<file path="src/rtl/training_sequencer_pkg.sv">
// Shared types and constants for the training sequencer: FSM states and
// indices/widths of the backward handshake streams.
package training_sequencer_pkg;

    typedef enum logic [2:0] {
        S_IDLE,
        S_FW_REQ,
        S_FW_W,
        S_FW_Z,
        S_BW
    } seq_state_e;

    localparam int BW_STREAM_NUM      = 4;
    localparam int BW_LAYER           = 0;
    localparam int BW_SAMPLE          = 1;
    localparam int BW_Z               = 2;
    localparam int BW_ZPREV           = 3;
    localparam int SAMPLE_COUNT_WIDTH = 16;

endpackage

</file>
<file path="src/rtl/training_sequencer_bw_stream_reg.sv">
// Valid hold register for one backward stream: raised by load, dropped the
// cycle after its own handshake; done_o says this stream no longer blocks the layer.
module bw_stream_reg (
    input  logic clk,
    input  logic rst,
    input  logic load_i,
    input  logic ready_i,
    output logic valid_o,
    output logic done_o
);

    logic valid_q;

    always_ff @(posedge clk) begin
        if (rst) begin
            valid_q <= 1'b0;
        end else if (load_i) begin
            valid_q <= 1'b1;
        end else if (valid_q && ready_i) begin
            valid_q <= 1'b0;
        end
    end

    assign valid_o = valid_q;
    assign done_o  = !valid_q || ready_i;

endmodule

</file>
<file path="src/rtl/training_sequencer.sv">
// Training sequencer: pushes one sample forward through every layer, then streams
// per-layer backward data, last layer first. Optional SAMPLE_COUNT_EN adds sample_count.
//
// state    | meaning
// IDLE     | waiting for a training sample
// FW_REQ   | requesting forward weights for layer l
// FW_W     | passing weights through to the neuron bank
// FW_Z     | waiting for layer l output, stored into buffer l+1
// BW       | backward streams for layer l outstanding
module training_sequencer
    import training_sequencer_pkg::*;
#(
    parameter int NEURON_NUM          = 4,
    parameter int NEURON_OUTPUT_WIDTH = 10,
    parameter int ACTIVATION_WIDTH    = 9,
    parameter int WEIGHT_CELL_WIDTH   = 16,
    parameter int LAYER_ADDR_WIDTH    = 2,
    parameter int LAYER_MAX           = 1
) (
    input  logic                                                   clk,
    input  logic                                                   rst,
    input  logic [NEURON_NUM*NEURON_OUTPUT_WIDTH-1:0]              x_in,
    input  logic [NEURON_NUM*ACTIVATION_WIDTH-1:0]                 y_in,
    input  logic                                                   in_valid,
    output logic                                                   in_ready,
    input  logic [NEURON_NUM*NEURON_OUTPUT_WIDTH-1:0]              z_in,
    input  logic                                                   z_in_valid,
    output logic                                                   z_in_ready,
    output logic [LAYER_ADDR_WIDTH-1:0]                            layer_fw,
    output logic                                                   layer_fw_valid,
    input  logic                                                   layer_fw_ready,
    input  logic [NEURON_NUM*NEURON_NUM*WEIGHT_CELL_WIDTH-1:0]     weights,
    input  logic                                                   weights_valid,
    output logic                                                   weights_ready,
    output logic [NEURON_NUM*NEURON_NUM*WEIGHT_CELL_WIDTH-1:0]     w_out,
    output logic                                                   w_out_valid,
    input  logic                                                   w_out_ready,
    output logic [LAYER_ADDR_WIDTH-1:0]                            layer_bw,
    output logic                                                   layer_bw_valid,
    input  logic                                                   layer_bw_ready,
    output logic [NEURON_NUM*ACTIVATION_WIDTH-1:0]                 sample,
    output logic                                                   sample_valid,
    input  logic                                                   sample_ready,
    output logic [NEURON_NUM*NEURON_OUTPUT_WIDTH-1:0]              z,
    output logic                                                   z_valid,
    input  logic                                                   z_ready,
    output logic [NEURON_NUM*NEURON_OUTPUT_WIDTH-1:0]              z_prev,
    output logic                                                   z_prev_valid,
    input  logic                                                   z_prev_ready,
`ifdef SAMPLE_COUNT_EN
    output logic [SAMPLE_COUNT_WIDTH-1:0]                          sample_count,
`endif
    output logic                                                   busy
);

    localparam int ZW = NEURON_NUM * NEURON_OUTPUT_WIDTH;
    localparam int SW = NEURON_NUM * ACTIVATION_WIDTH;
    localparam logic [LAYER_ADDR_WIDTH-1:0] L_MAX = LAYER_ADDR_WIDTH'(LAYER_MAX);
    localparam logic [LAYER_ADDR_WIDTH-1:0] L_ONE = LAYER_ADDR_WIDTH'(1);

    seq_state_e                  state_q;
    logic [LAYER_ADDR_WIDTH-1:0] l_q;
    logic [ZW-1:0]               zbuf_q [0:LAYER_MAX+1];
    logic [SW-1:0]               target_q;
    logic [ZW-1:0]               z_sel, zp_sel;
    logic                        z_fire, bw_adv, bw_enter, bw_next;
    logic [BW_STREAM_NUM-1:0]    bw_load, bw_ready, bw_valid, bw_done;

    assign z_fire   = (state_q == S_FW_Z) && z_in_valid;
    assign bw_adv   = (state_q == S_BW) && (&bw_done);
    assign bw_enter = z_fire && (l_q == L_MAX);
    assign bw_next  = bw_adv && (l_q != '0);

    always_ff @(posedge clk) begin
        if (rst) begin
            state_q <= S_IDLE;
            l_q     <= '0;
        end else begin
            case (state_q)
                S_IDLE: begin
                    if (in_valid) begin
                        l_q     <= '0;
                        state_q <= S_FW_REQ;
                    end
                end
                S_FW_REQ: if (layer_fw_ready) state_q <= S_FW_W;
                S_FW_W:   if (weights_valid && w_out_ready) state_q <= S_FW_Z;
                S_FW_Z: begin
                    if (z_in_valid) begin
                        if (l_q == L_MAX) begin
                            state_q <= S_BW;
                        end else begin
                            l_q     <= l_q + L_ONE;
                            state_q <= S_FW_REQ;
                        end
                    end
                end
                S_BW: begin
                    if (bw_adv) begin
                        if (l_q == '0) state_q <= S_IDLE;
                        else           l_q     <= l_q - L_ONE;
                    end
                end
                default: state_q <= S_IDLE;
            endcase
        end
    end

    // Buffer and target are data only; reset leaves them untouched.
    always_ff @(posedge clk) begin
        if (state_q == S_IDLE && in_valid) begin
            zbuf_q[0] <= x_in;
            target_q  <= y_in;
        end
        if (z_fire) begin
            for (int i = 1; i <= LAYER_MAX + 1; i++) begin
                if (i == int'(l_q) + 1) zbuf_q[i] <= z_in;
            end
        end
    end

    always_comb begin
        z_sel  = '0;
        zp_sel = '0;
        for (int i = 0; i <= LAYER_MAX; i++) begin
            if (i == int'(l_q)) begin
                zp_sel = zbuf_q[i];
                z_sel  = zbuf_q[i+1];
            end
        end
    end

    always_comb begin
        bw_load            = {BW_STREAM_NUM{bw_enter || bw_next}};
        bw_load[BW_SAMPLE] = bw_enter;
    end

    assign bw_ready[BW_LAYER]  = layer_bw_ready;
    assign bw_ready[BW_SAMPLE] = sample_ready;
    assign bw_ready[BW_Z]      = z_ready;
    assign bw_ready[BW_ZPREV]  = z_prev_ready;

    for (genvar g = 0; g < BW_STREAM_NUM; g++) begin : g_bw
        bw_stream_reg u_stream (
            .clk     (clk),
            .rst     (rst),
            .load_i  (bw_load[g]),
            .ready_i (bw_ready[g]),
            .valid_o (bw_valid[g]),
            .done_o  (bw_done[g])
        );
    end

    assign in_ready       = (state_q == S_IDLE);
    assign busy           = (state_q != S_IDLE);
    assign layer_fw       = l_q;
    assign layer_fw_valid = (state_q == S_FW_REQ);
    assign w_out          = weights;
    assign w_out_valid    = (state_q == S_FW_W) && weights_valid;
    assign weights_ready  = (state_q == S_FW_W) && w_out_ready;
    assign z_in_ready     = (state_q == S_FW_Z);
    assign layer_bw       = l_q;
    assign layer_bw_valid = bw_valid[BW_LAYER];
    assign sample         = target_q;
    assign sample_valid   = bw_valid[BW_SAMPLE];
    assign z              = z_sel;
    assign z_valid        = bw_valid[BW_Z];
    assign z_prev         = zp_sel;
    assign z_prev_valid   = bw_valid[BW_ZPREV];

`ifdef SAMPLE_COUNT_EN
    logic [SAMPLE_COUNT_WIDTH-1:0] count_q;

    always_ff @(posedge clk) begin
        if (rst) begin
            count_q <= '0;
        end else if (bw_adv && l_q == '0) begin
            count_q <= count_q + SAMPLE_COUNT_WIDTH'(1);
        end
    end

    assign sample_count = count_q;
`endif

endmodule

</file>
<file path="config.mk">
export PLATFORM = sky130hd
export DESIGN_NAME = training_sequencer
export DESIGN_NICKNAME = d
export VERILOG_FILES = /design/src/rtl/training_sequencer_pkg.sv /design/src/rtl/training_sequencer_bw_stream_reg.sv /design/src/rtl/training_sequencer.sv
export SDC_FILE = /design/constraint.sdc
export NUM_CORES = 1
export LEC_CHECK = 0
export CAP_MARGIN = 40
export CORE_AREA = 10 10 292 294
export CTS_BUF_LIST = sky130_fd_sc_hd__clkbuf_8
export CTS_CLUSTER_DIAMETER = 100
export DETAILED_ROUTE_END_ITERATION = 6
export DIE_AREA = 0 0 302 304
export GPL_ROUTABILITY_DRIVEN = 0
export PLACE_DENSITY = 0.39
export RECOVER_POWER = 25
export SYNTH_ARGS = -nofsm -noshare
export SYNTH_HDL_FRONTEND = slang
export SYNTH_SLANG_ARGS = --single-unit
</file>
<file path="constraint.sdc">
create_clock -name clk -period 2.8 [get_ports clk]
set_input_delay 0.42 -clock clk [delete_from_list [all_inputs] [get_ports clk]]
set_output_delay 0.42 -clock clk [all_outputs]
set_load 0.02 [all_outputs]
</file>
Yosys cells after proc, flatten, opt, wreduce, memory -nomap -nowiden. Memories as Yosys holds them, arrays and structs flattened. Cells that the tools add are included.

Add/sub/neg operators: 3. Equality and inequality tests: 16. Mux-type cells: 40. Reductions and logical operators: 36.

Operators with widths (number): $mux 40 (6); $reduce_or 40->1 (2); $eq 2x32->1 const A (1); $mux 3 (7); $mux 1 (18); $pmux 3 s5 (1); $mux 2 (7); $logic_and 1x1->1 (12); $ne 2x2->1 const B (6); $reduce_and 6->1 (2); $reduce_bool 2->1 (5); $eq 3x2->1 const B (2); $pmux 2 s3 (1); $reduce_bool 3->1 (2); $logic_or 1x1->1 (5); $logic_not 1->1 (4); $logic_not 2->1 (2); $ne 2x1->1 const B (2); $reduce_and 4->1 (1); $add 2x1->3 const B (1); $eq 2x3->1 const A (1); $eq 3x1->1 const B (1); $eq 3x3->1 const B (1); $logic_not 3->1 (1); other kinds (4) (4).

Bits in registers: 45. Memory bits (writable): 120. Input port bits: 383. Output and inout bits: 386. Logic and storage cells: 103. Memories: 1.

Memories: zbuf_q (depth 3, bits a word 40, rd ports 3, clocked after Yosys merged registers in 0, wr ports 1, RTL line training_sequencer.sv:63) `logic [ZW-1:0] zbuf_q [0:LAYER_MAX+1];`.

Depth between registers and ports, before layout. Gate-level depths: netlist of run 1.

Word-level depth: 8. Gate-level depth with buffers: 8. Gate-level depth less buffers: 7.

By module. A second synthesis of run 1 with hierarchy kept.

Cell total of the unflattened synthesis: 753. Area, all modules: 8380.5 um^2.

Modules (own cells, without submodules): training_sequencer (times used 1, cells an instance 737, area each 8195.4 um^2, seq. area each 4784.6 um^2); bw_stream_reg (times used 4, cells an instance 4, area each 46.3 um^2, seq. area each 20.0 um^2).

Worst setup path before layout of run 1. No wires, ideal clock.

Path kind: register to register. Start point: register state_q[1]. End point: register target_q[0] (netlist: sample[0]), enable pin. Setup time: 0.442 ns. Data arrival time: 2.821 ns. Required time: 2.358 ns. Setup slack: -0.463 ns. Stages on the path, launching flop included: 4. Buffers on the path: 0. Period minus slack after synthesis: 3.263 ns. Path through: dfxtp_1 or2_4 nor2_1 and2_1.

Word-level cells in the longest chain between the ends: 2.

Ends and longest elaborated chain: start, declared (RTL line training_sequencer.sv:61) `seq_state_e state_q;`; start signal, assigned (RTL line training_sequencer.sv:76) `state_q <= S_IDLE;`; start signal, assigned (RTL line training_sequencer.sv:83) `state_q <= S_FW_REQ;`; start signal, assigned (RTL line training_sequencer.sv:86) `S_FW_REQ: if (layer_fw_ready) state_q <= S_FW_W;`; $logic_not 3->1; via in_ready (RTL line training_sequencer.sv:25) `output logic in_ready,`; $logic_and 1x1->1 (RTL line training_sequencer.sv:111) `if (state_q == S_IDLE && in_valid) begin`; end signal, assigned (RTL line training_sequencer.sv:113) `target_q <= y_in;`; end, declared (RTL line training_sequencer.sv:64) `logic [SW-1:0] target_q;`.

The timed path passes the listed nets, and every way through them passes these cells. A chain may end at the register's enable or synchronous reset.

Worst setup path after layout of run 1.
Start point: register l_q[1] (netlist: layer_bw[1]). End point: output z_prev[25].

Word-level cells in the longest chain between the ends: 3. Elaborated cells between the ends (all ways): 4. Those cells by class: eq/ne (1); mux (2); reduce/logical (1).

Ends and longest elaborated chain: start, declared (RTL line training_sequencer.sv:62) `logic [LAYER_ADDR_WIDTH-1:0] l_q;`; start signal, assigned (RTL line training_sequencer.sv:93) `l_q <= l_q + L_ONE;`; start signal, assigned (RTL line training_sequencer.sv:101) `else l_q <= l_q - L_ONE;`; $logic_not 2->1 (RTL line training_sequencer.sv:126) `if (i == int'(l_q)) begin`; $mux 40 (RTL line training_sequencer.sv:126); $mux 40 * (RTL line training_sequencer.sv:126); end, declared (RTL line training_sequencer.sv:47) `output logic [NEURON_NUM*NEURON_OUTPUT_WIDTH-1:0] z_prev,`.

Every way passes the cells marked *; elsewhere a longest branch is shown, timed or not.

==> metrics, run 1 <==
CP Max Fanout 32; Reg clk slew, reported paths 0.11 ns; FF-to-FF setup slack 0.77 ns; IO Port Bufs 256; layer with the highest usage met2; antenna violations before repair 28; area of the multi-input gates 1420 um2; Min Clock Period, post-route 2.605 ns; FF+latch area 4867 um2; Setup CP Type register to output port; Peak Freq 0.3838 GHz; Tot GR Track Use 12.05%; kind of end point of the critical path output port; top cell family by delay on the critical path buffers and inverters; clk_lat worst skew 0.51 ns; # IOs 769; Yosys reg bits 165; share of layout cells above drive strength 1 8.892%; Detailed Route WL 57.57 mm; wire length per cell 31.07 um; Initial DRC Count 311; first-pass GRT wire length 70.14 mm; DP Area 10430 um2; CP max stage delay 0.44 ns; post-synthesis sequential area ratio 58.39%; final instance area 10890 um2; Reg-to-Reg End zbuf_q[0][111]; number of distinct library cells after synthesis 36; Buf+Inv Stages, Crit Path 3; max-slew violations 0; Via density 2.876; H-tree levels 4; Hold Slack 0.5205 ns; Max Root-Sink Buffers 2; Synth warnings 0; crit path launch type register; crit path cell chain inv_1 -> ha_4 -> buf_12 -> nand2_1 -> o21ai_0 -> dlygate4sd2_1; CTS Buf Count 17; r2r worst-path depth 3; EDFF count, synth 156; Worst Hold End sample[4]; PwrDens 782.7 nW/um2; Setup Viol. Count Final 0; measured slew at the worst slew-check pin 0.4692 ns; Final Util 13.68%; LEAKAGE 3.662 nW; Post-Syn Nets 1143; CTS sink cnt 165; Hold WC Path Type input pin to register; core area 79640 um2; Initial Utilization 10.46%; Pre-Repair DR Iteration Count 4; Post-Syn Area 8332 um2; Hold Vio Cnt, Final 0; Area Growth Syn to Fin 30.74%; global route overflow 0; met3 Resource Use GR 14.28%; Top FF cell, synth edfxtp_1; GRT met1 Usage 6.918%; Hold Crit Start y_in[4]; WHS Path Cells 1; TritonCTS clock tree yes; clk_skew 0.02086 ns; Final nets 1149; post-synthesis cell count 757; Slew headroom 68.39%; root buf cell clkbuf_8; max_cap viols 0; met2 Use GR 21.55%; status finished clean; RSZ-0062 raised after global routing false; CP max-delay cell dlygate4sd2_1; cell count along the critical path 6; setup TNS 0 ns; Die H 304 um; hold-fix buffers at CTS 0; Max VDD drop 402.1 uV; antenna-violating nets left 0; hpwl dp 50.60 mm; syn_area_per_cell 11.01 um2; number of global-route vias before repair 5701; Die Area 91810 um2; CP arrival 2.19 ns; fill cell count 9044; drc violations 0; largest net degree at the start of global routing 45; Reg-to-Reg Start state_q[0]; fin crit share 93.04%; Die X 302 um; required time of the critical path 2.38 ns; vias 5329; Async SR Flop Fraction 0%; row count 104
-- Yosys cell counts, types with 2 or more instances --
master	n	area share, %
nor3b_2	2	0.30
ha_1	3	0.45
edfxtp_1	156	56
and3_1	2	0.15
buf_4	258	23
buf_1	3	0.14
dfxtp_1	9	2.2
o21ai_0	80	4.8
nand2_1	164	7.4
nand2b_1	4	0.30
clkbuf_1	24	1.1
a21oi_1	9	0.54
inv_1	5	0.23
nor2b_1	2	0.15
buf_2	4	0.24
and2_1	4	0.30
nor2_1	5	0.23
nand3_1	3	0.18
o22a_1	3	0.32
-- cells by family after synthesis --
logic type               synth area share (%)
AND/OR/NAND/NOR                         9.611
AO/OA/AOI/OAI                           6.503
buffers and inverters                   24.93
multiplexers                           0.1201
flip-flops                              58.39
adder cells (fa/ha/maj)                0.4506
-- stage by stage --
step / power, mW / instances / worst slack, ns
2_1_floorplan: 5.361 / 757 / 0.09233
3_3_place_gp: 7.001 / 1799 / 0.2440
3_5_place_dp: 6.981 / 1799 / 0.2203
4_1_cts: 8.840 / 1836 / 0.001918
5_1_grt: 9.111 / 1847 / 0.002477
6_report: 8.526 / 1853 / 0.1948
-- how the worst max path moves through the flow --
stage	endpoint	from	slack, ns
2_1_floorplan	zbuf_q[0][40]	layer_bw[1]	0.09
3_3_place_gp	z_prev[38]	layer_bw[0]	0.24
5_1_grt	z[24]	layer_bw[1]	0.002
6_report	z_prev[25]	layer_bw[1]	0.19
4_1_cts	z_prev[38]	layer_bw[1]	0.002
3_5_place_dp	z_prev[38]	layer_bw[0]	0.22
-- sequential cells by signal (all words and copies together) (netlist names) --
signal	flops
g_bw.u_stream.valid_o	4
layer_bw	2
sample	36
state_q	3
zbuf_q	120
-- area by class of cell --
type | instances | area share, %
Sequential cell | 165 | 44.68
Timing Repair Buffer | 276 | 25.41
Multi-Input combinational cell | 298 | 13.04
Tap cell | 1060 | 12.18
Clock buffer | 17 | 2.148
Clock inverter | 15 | 1.987
Antenna cell | 17 | 0.3905
Inverter | 5 | 0.1723
-- worst register-to-register path, delay by kind of cell (launching register included) --
family | cells | cell delay [ns]
DFF | 1 | 0.57
buffers and inverters | 1 | 0.30
and+or+nand+nor | 2 | 0.83
-- layout by cell type (no fill, tap or decap), types with 2 or more instances in the layout --
cell type | synthesis | layout
a21oi_1 | 9 | 9
and2_1 | 4 | 3
and3_2 | 0 | 2
buf_12 | 0 | 12
buf_4 | 258 | 12
buf_6 | 0 | 2
bufinv_16 | 0 | 4
clkbuf_8 | 0 | 17
clkdlybuf4s50_1 | 0 | 57
clkinv_4 | 0 | 2
clkinvlp_4 | 0 | 3
dfxtp_1 | 9 | 7
dfxtp_2 | 0 | 2
diode_2 | 0 | 17
dlygate4sd2_1 | 0 | 73
dlygate4sd3_1 | 0 | 116
dlymetal6s2s_1 | 0 | 2
edfxtp_1 | 156 | 156
ha_4 | 0 | 2
inv_1 | 5 | 5
inv_6 | 0 | 2
inv_8 | 0 | 3
nand2_1 | 164 | 164
nand2b_1 | 4 | 4
nand3_1 | 3 | 3
nor2_1 | 5 | 5
nor2b_1 | 2 | 2
nor3b_2 | 2 | 2
o21ai_0 | 80 | 79
o21ai_1 | 1 | 2
o22a_1 | 3 | 3
-- per-layer routing --
| layer | vias to the layer above | part of all wire, % |
|---|---|---|
| met4 | 20 | 2.5 |
| met3 | 72 | 26 |
| li1 | 2318 | - |
| met2 | 570 | 51 |
| met5 | - | 0.22 |
| met1 | 2349 | 21 |
-- where the power goes --
part,switching [mW],internal (mW)
logic,2.09,1.24
registers,0.116,3.05
clock network,1.03,0.994
total,3.24,5.29
-- what timing repair did --
action                     in CTS  in global routing
resized for setup              77                  7
gates cloned                    0                  0
pin swaps                       1                  0
buffers inserted                5                  0
setup endpoints to repair      75                  6
No activity file was read; power rests on OpenSTA's default activity.
==> run 2: changes to the inputs <==
TNS_END_PERCENT = 20   (was unset)
==> results of run 2 <==
The final DEF is identical to that of run 1; final timing and power are the same.
